===== src/rtl/data_mem_arbiter.sv =====
// data_mem_arbiter: shares the single data memory between the pipeline MEM
// stage (P) and a debug/loader port (D). P has priority; D uses free cycles,
// or steals one cycle by stalling P once it has been denied MAX_WAIT cycles.
// A granted D read returns its data the following cycle (DRD state).
module data_mem_arbiter #(
  parameter int ADDR_W   = 11,
  parameter int MAX_WAIT = 8
) (
  input  logic              clock,
  input  logic              reset_n,
  input  logic              pipe_mem_read,
  input  logic              pipe_mem_write,
  input  logic [ADDR_W-1:0] pipe_address,
  input  logic [31:0]       pipe_wdata,
  output logic              pipe_stall,
  output logic [31:0]       pipe_rdata,
  input  logic              dbg_req,
  input  logic              dbg_we,
  input  logic [ADDR_W-1:0] dbg_address,
  input  logic [31:0]       dbg_wdata,
  output logic              dbg_gnt,
  output logic [31:0]       dbg_rdata,
  output logic              dbg_rvalid,
  output logic [ADDR_W-1:0] mem_address,
  output logic [31:0]       mem_wdata,
  output logic              mem_write,
  output logic              mem_read,
  input  logic [31:0]       mem_rdata
);

  localparam int CNT_W = $clog2(MAX_WAIT + 1);
  localparam logic [CNT_W-1:0] WAIT_MAX = CNT_W'(MAX_WAIT);

  typedef enum logic {IDLE = 1'b0, DRD = 1'b1} state_t;

  state_t           state_p1;
  state_t           state_nxt;
  logic [CNT_W-1:0] wait_cnt;
  logic [31:0]      rdata_p1;
  logic             pacc;
  logic             force_gnt;
  logic             dbg_rd_gnt;
  logic             vld_p1;

  // Saturating increment of the D starvation counter.
  function automatic logic [CNT_W-1:0] sat_inc(input logic [CNT_W-1:0] v);
    return (v == WAIT_MAX) ? v : v + CNT_W'(1);
  endfunction

  // Grant decision: D wins only when P is idle or D has starved long enough.
  always_comb begin
    pacc       = pipe_mem_read | pipe_mem_write;
    force_gnt  = dbg_req & (wait_cnt == WAIT_MAX);
    dbg_gnt    = reset_n & dbg_req & (~pacc | force_gnt);
    pipe_stall = dbg_gnt & pacc;
    dbg_rd_gnt = dbg_gnt & ~dbg_we;
  end

  // Memory pin mux; no access strobes leave the block while in reset.
  always_comb begin
    if (dbg_gnt) begin
      mem_address = dbg_address;
      mem_wdata   = dbg_wdata;
      mem_write   = dbg_we;
      mem_read    = ~dbg_we;
    end else begin
      mem_address = pipe_address;
      mem_wdata   = pipe_wdata;
      mem_write   = reset_n & pipe_mem_write;
      mem_read    = reset_n & pipe_mem_read;
    end
  end

  // Count consecutive denied D-request cycles; any grant or idle D clears it.
  always_ff @(posedge clock) begin
    if (!reset_n)
      wait_cnt <= '0;
    else if (dbg_gnt || !dbg_req)
      wait_cnt <= '0;
    else
      wait_cnt <= sat_inc(wait_cnt);
  end

  // ---- stage p0 -> p1: D read issued, data returns next cycle ----

  // FSM state register.
  always_ff @(posedge clock) begin
    if (!reset_n)
      state_p1 <= IDLE;
    else
      state_p1 <= state_nxt;
  end

  // FSM next state: any granted D read (including back-to-back) lands in DRD.
  always_comb begin
    state_nxt = IDLE;
    case (state_p1)
      IDLE:    state_nxt = dbg_rd_gnt ? DRD : IDLE;
      DRD:     state_nxt = dbg_rd_gnt ? DRD : IDLE;
      default: state_nxt = IDLE;
    endcase
  end

  // FSM outputs: in DRD the memory output is the D read data; a reset
  // arriving during DRD drops the return.
  always_comb begin
    vld_p1     = reset_n & (state_p1 == DRD);
    dbg_rvalid = vld_p1;
    dbg_rdata  = vld_p1 ? mem_rdata : rdata_p1;
  end

  // Hold the most recent D read data after its valid pulse.
  always_ff @(posedge clock) begin
    if (!reset_n)
      rdata_p1 <= '0;
    else if (vld_p1)
      rdata_p1 <= mem_rdata;
  end

  assign pipe_rdata = mem_rdata;

endmodule


===== config.mk =====
export PLATFORM = sky130hd
export DESIGN_NAME = data_mem_arbiter
export DESIGN_NICKNAME = d
export VERILOG_FILES = /design/src/rtl/data_mem_arbiter.sv
export SDC_FILE = /design/constraint.sdc
export NUM_CORES = 1
export LEC_CHECK = 0
export BUFFER_PORTS_ARGS = -buffer_cell sky130_fd_sc_hd__buf_2
export CORE_MARGIN = 8
export CORE_UTILIZATION = 36
export CTS_BUF_LIST = sky130_fd_sc_hd__clkbuf_8
export DETAILED_ROUTE_END_ITERATION = 16
export GPL_TIMING_DRIVEN = 0
export PLACE_DENSITY = 0.79
export SETUP_SLACK_MARGIN = 0.1
export SYNTH_ARGS = -nofsm -noshare
export SYNTH_HDL_FRONTEND = slang
export SYNTH_SLANG_ARGS = --single-unit

===== constraint.sdc =====
create_clock -name clock -period 2 [get_ports clock]
set_clock_uncertainty 0.2 [all_clocks]
set_input_delay 0.3 -clock clock [delete_from_list [all_inputs] [get_ports clock]]
set_output_delay 0.3 -clock clock [all_outputs]
set_load 0.01 [all_outputs]

# Word level (Yosys, flattened, before mapping)
# Index checks and enable logic that the tools add are counted.
# classes
shifts,0
n_mux,6
n_mul,0
eq_ne,1
n_reduce_logical,3
bitwise,13
order_cmp,0
n_addsub,1
n_div,0
# op_table
operator,count
32-bit two-way mux,2
11-bit two-way mux,1
1-bit AND,8
4-bit by 1-bit adder with 4-bit output (second input constant),1
4-bit equality test (second input constant),1
1-bit two-way mux,3
1-bit NOT,3
1-bit OR,2
2-bit OR reduction,1
1-bit logical NOT,1
1-bit logical OR,1
# word_totals
out_inout_bits,112
register_bits,37
mem_bits_ro,0
in_bits,124
n_memories,0
ram_bits,0
latchBits,0

# Logic depth before layout (Yosys ltp)
# depth
ltp_word,6
mapped_depth,7

# Least setup slack after synthesis
# No wires, ideal clock.
# synth_path
path_kind,reg2out
startpoint,reg wait_cnt[0]
endpoint,out mem_address[0]
setup_slack_ps,-71
path_stages_with_launch,8
path_buffers,2
required_time_ps,1500
t_arrival_ps,1571
path_cell_list,dfxtp_1 inv_1 ha_1 and3b_2 o21bai_4 buf_12 buf_12 mux2_4
# synth_between
elab_chain_cells,5
# synth_rtl
item,line_no,text
"start, declared",38,logic [CNT_W-1:0] wait_cnt;
"start signal, assigned",81,wait_cnt <= sat_inc(wait_cnt);
4-bit equality test,53,force_gnt = dbg_req & (wait_cnt == WAIT_MAX);
1-bit AND,53,
1-bit OR,54,dbg_gnt = reset_n & dbg_req & (~pacc | force_gnt);
1-bit AND,54,
11-bit two-way mux,61,if (dbg_gnt) begin
"end, declared",24,"output logic [ADDR_W-1:0] mem_address,"
# No other way between the ends.

# Worst setup path after layout
# layout_path
startpoint,reg wait_cnt[0]
endpoint,out mem_wdata[15]
# layout_between
elab_chain_cells,5
# layout_rtl
item,line_no,text
4-bit equality test,53,
1-bit AND,53,
1-bit OR,54,
1-bit AND,54,
32-bit two-way mux,61,
"end, declared",25,"output logic [31:0] mem_wdata,"
# No other way between the ends.

==> metrics.txt <==
CTS root buffer=clkbuf_8; clock slew at reported path FFs=0.08 ns; worst slack, placed=-0.178 ns; Critical Path Sink Type=output pin; worst vdd ir=379 uV; crit-path cells=inv_2, ha_4, and3b_2, o21bai_4, buf_12, buf_12, mux2_4, buf_2; largest net degree at the start of global routing=13; failing checks=negative setup slack; unrepaired setup endpoints after global routing=true; number of library cell types mapped by synthesis=26; Slew Limit Fails=0; I/O pins=236; count of final setup violators=46; die span in x=105 microns; via count=2,889; die height=105 microns; max_cap viols=0; Final nets=645; clk_lat worst skew=0.28 ns; Max stage delay on crit path=0.34 ns; Leakage Power=2.75 nW; dpl hpwl=8880 microns; PortBufs=234; Max H-tree Level=2; post-route minimum period=2.45 ns; Antenna Nets Post-Route=0; row count=32; ratio of cells with drive above 1 in the final layout=76.5%; Post-Synthesis Cell Area=0.00285 sq mm; Core Region=0.00769 sq mm; worst slew pin tran=0.365 ns; Max Fanout on Critical Path=10; worst path bufs/invs=4; Final Util=68.0%; vias in the first global route=3,168; WHS=0.100 ns; drt drc=0; top post-synthesis cells by area=dfxtp_1 (26%), mux2_4 (20%), mux2_2 (15%); CP required=1.50 ns; Longest Clk Path Bufs=2; area leader, netlist=dfxtp_1; CTS tree=built; wire per inst=18.6 microns; Top Family by Delay on Critical Path=buffers and inverters; CP Data Arrival Time=1.95 ns; Avg Cell Area, Syn=11.2 sq um; routability cong.=0.983; Most common cell on crit path=buf_12; TritonCTS Buffers=5; Syn Nets=381; wirelength, routed=11,700 microns; Hold Path Class=in -> reg; DR iter-0 viols=53; die footprint=0.0110 sq mm; slowest CP cell=dfxtp_2; first-pass GRT wire length=17,400 microns; GRT Residual Overflow=0; Starting Density=37.0%; final hold vios=0; Mapped Cells=255; area delta synth->final=83.8%; vias per cell=4.61; Syn. warnings=0; Pre-antenna DRT Iters=5; worst setup path class=reg -> out; status=finished with violations; Period Utilization, post-route=122%; gr usage total=19.4%; PnR worst setup slack=-0.446 ns; nature of the critical path startpoint=flop; #FFs+latches synth=37; fmax=409 MHz; top cell type's share of synthesized area=26.0%; Power Density=406 mW/mm^2; Rel. slew slack=75.7%; clk sink count=37; reg2reg setup slack=0.23 ns; antenna violations before repair=5; Seq/Total Area, Yosys=26.0%
## stage by stage
step | cell area (sq um) | setup TNS, ns | power, W | cells
global route | 5230 | -22.27 | 0.00222 | 627
global placement | 4160 | -5.92 | 0.00131 | 591
finish | 5230 | -18.28 | 0.00213 | 627
floorplan | 2860 | 0 | 0.00105 | 255
CTS | 5130 | -18.70 | 0.00213 | 621
detailed placement | 4160 | -6.93 | 0.00132 | 591
## metal layers
metal	GRT usage, %	share of wire, %	vias to the layer above
met3	6.70	8.0	21
li1	-	-	1382
met1	19.0	35	1341
met5	0	0	-
met4	7.14	2.9	0
met2	36.7	54	145
## layout by cell type (no fill, tap or decap), types with 3 or more instances in the layout
cell type,count
buf_12,6
buf_4,44
dfxtp_2,3
buf_6,80
nor2_1,5
nand3_1,3
dfxtp_1,34
mux2i_1,32
mux2_4,75
clkbuf_8,6
inv_1,3
buf_8,5
nor2b_1,32
buf_2,163
clkbuf_1,3
diode_2,5
## cell type report
type,instances,area [sq um]
antenna,5,12.5
fill,576,2460
multi-input combinational,165,1860
sequential,37,744
clock buffer,6,82.6
buffer,46,400
clock inverter,2,37.5
inverter,5,18.8
timing repair buffer,259,1940
tap,102,128
## tightest hold or removal path, stage by stage
cell	delay, ns
buf_2	0.10
mux2i_1	0.06
nor2b_1	0.09
## state kept, by name, summed over array words and instances, names as in the netlist
name and cells:
wait_cnt 4, rdata_p1 32, state_p1 1
## cell families (layout without fill, tap and decap cells)
family / after synthesis / count (layout) / synth area share [%]
AO/OA/AOI/OAI: 6 / 6 / 1.98
XOR/XNOR: 1 / 1 / 0.308
adder cells (fa/ha/maj): 2 / 2 / 0.879
buffers and inverters: 53 / 318 / 14.5
flip-flops: 37 / 37 / 26.0
multiplexers: 107 / 107 / 46.0
other: 0 / 5 / 0
AND/OR/NAND/NOR: 49 / 49 / 10.3
## synthesized netlist by cell type (all sizes together)
master	n
mux2i	32
a31o	2
o21bai	1
nand2b	1
mux2	75
clkbuf	3
or2	1
ha	2
a211oi	2
inv	5
nor3	1
nor2	5
and3b	1
nand3	3
nand3b	1
buf	45
nand2	3
xnor2	1
dfxtp	37
nor2b	32
or3	1
a21oi	1
## power by group
part,switching [W],total (W),internal (W)
logic,0.000264,0.000691,0.000427
registers,0.00000577,0.000752,0.000747
clock network,0.000276,0.000682,0.000406
## final timing paths
check / from / endpoint / cells past startpoint
max: wait_cnt[0]$_SDFFE_PP0P_ / mem_wdata[15] / 8
min: mem_rdata[23] / rdata_p1[23]$_SDFF_PN0_ / 3
min reg2reg: wait_cnt[3]$_SDFFE_PP0P_ / wait_cnt[3]$_SDFFE_PP0P_ / 2
max reg2reg: wait_cnt[0]$_SDFFE_PP0P_ / wait_cnt[0]$_SDFFE_PP0P_ / 7
## what timing repair did
action / in CTS / in global routing
pin swaps: 3 / 2
endpoints found under the setup margin: 79 / 79
hold buffers: 1 / 0
hold endpoints to repair: 1 / 0
setup buffers: 17 / 6
cloned: 4 / 1
resized for setup: 120 / 31
(Power assumes the default switching activity.)
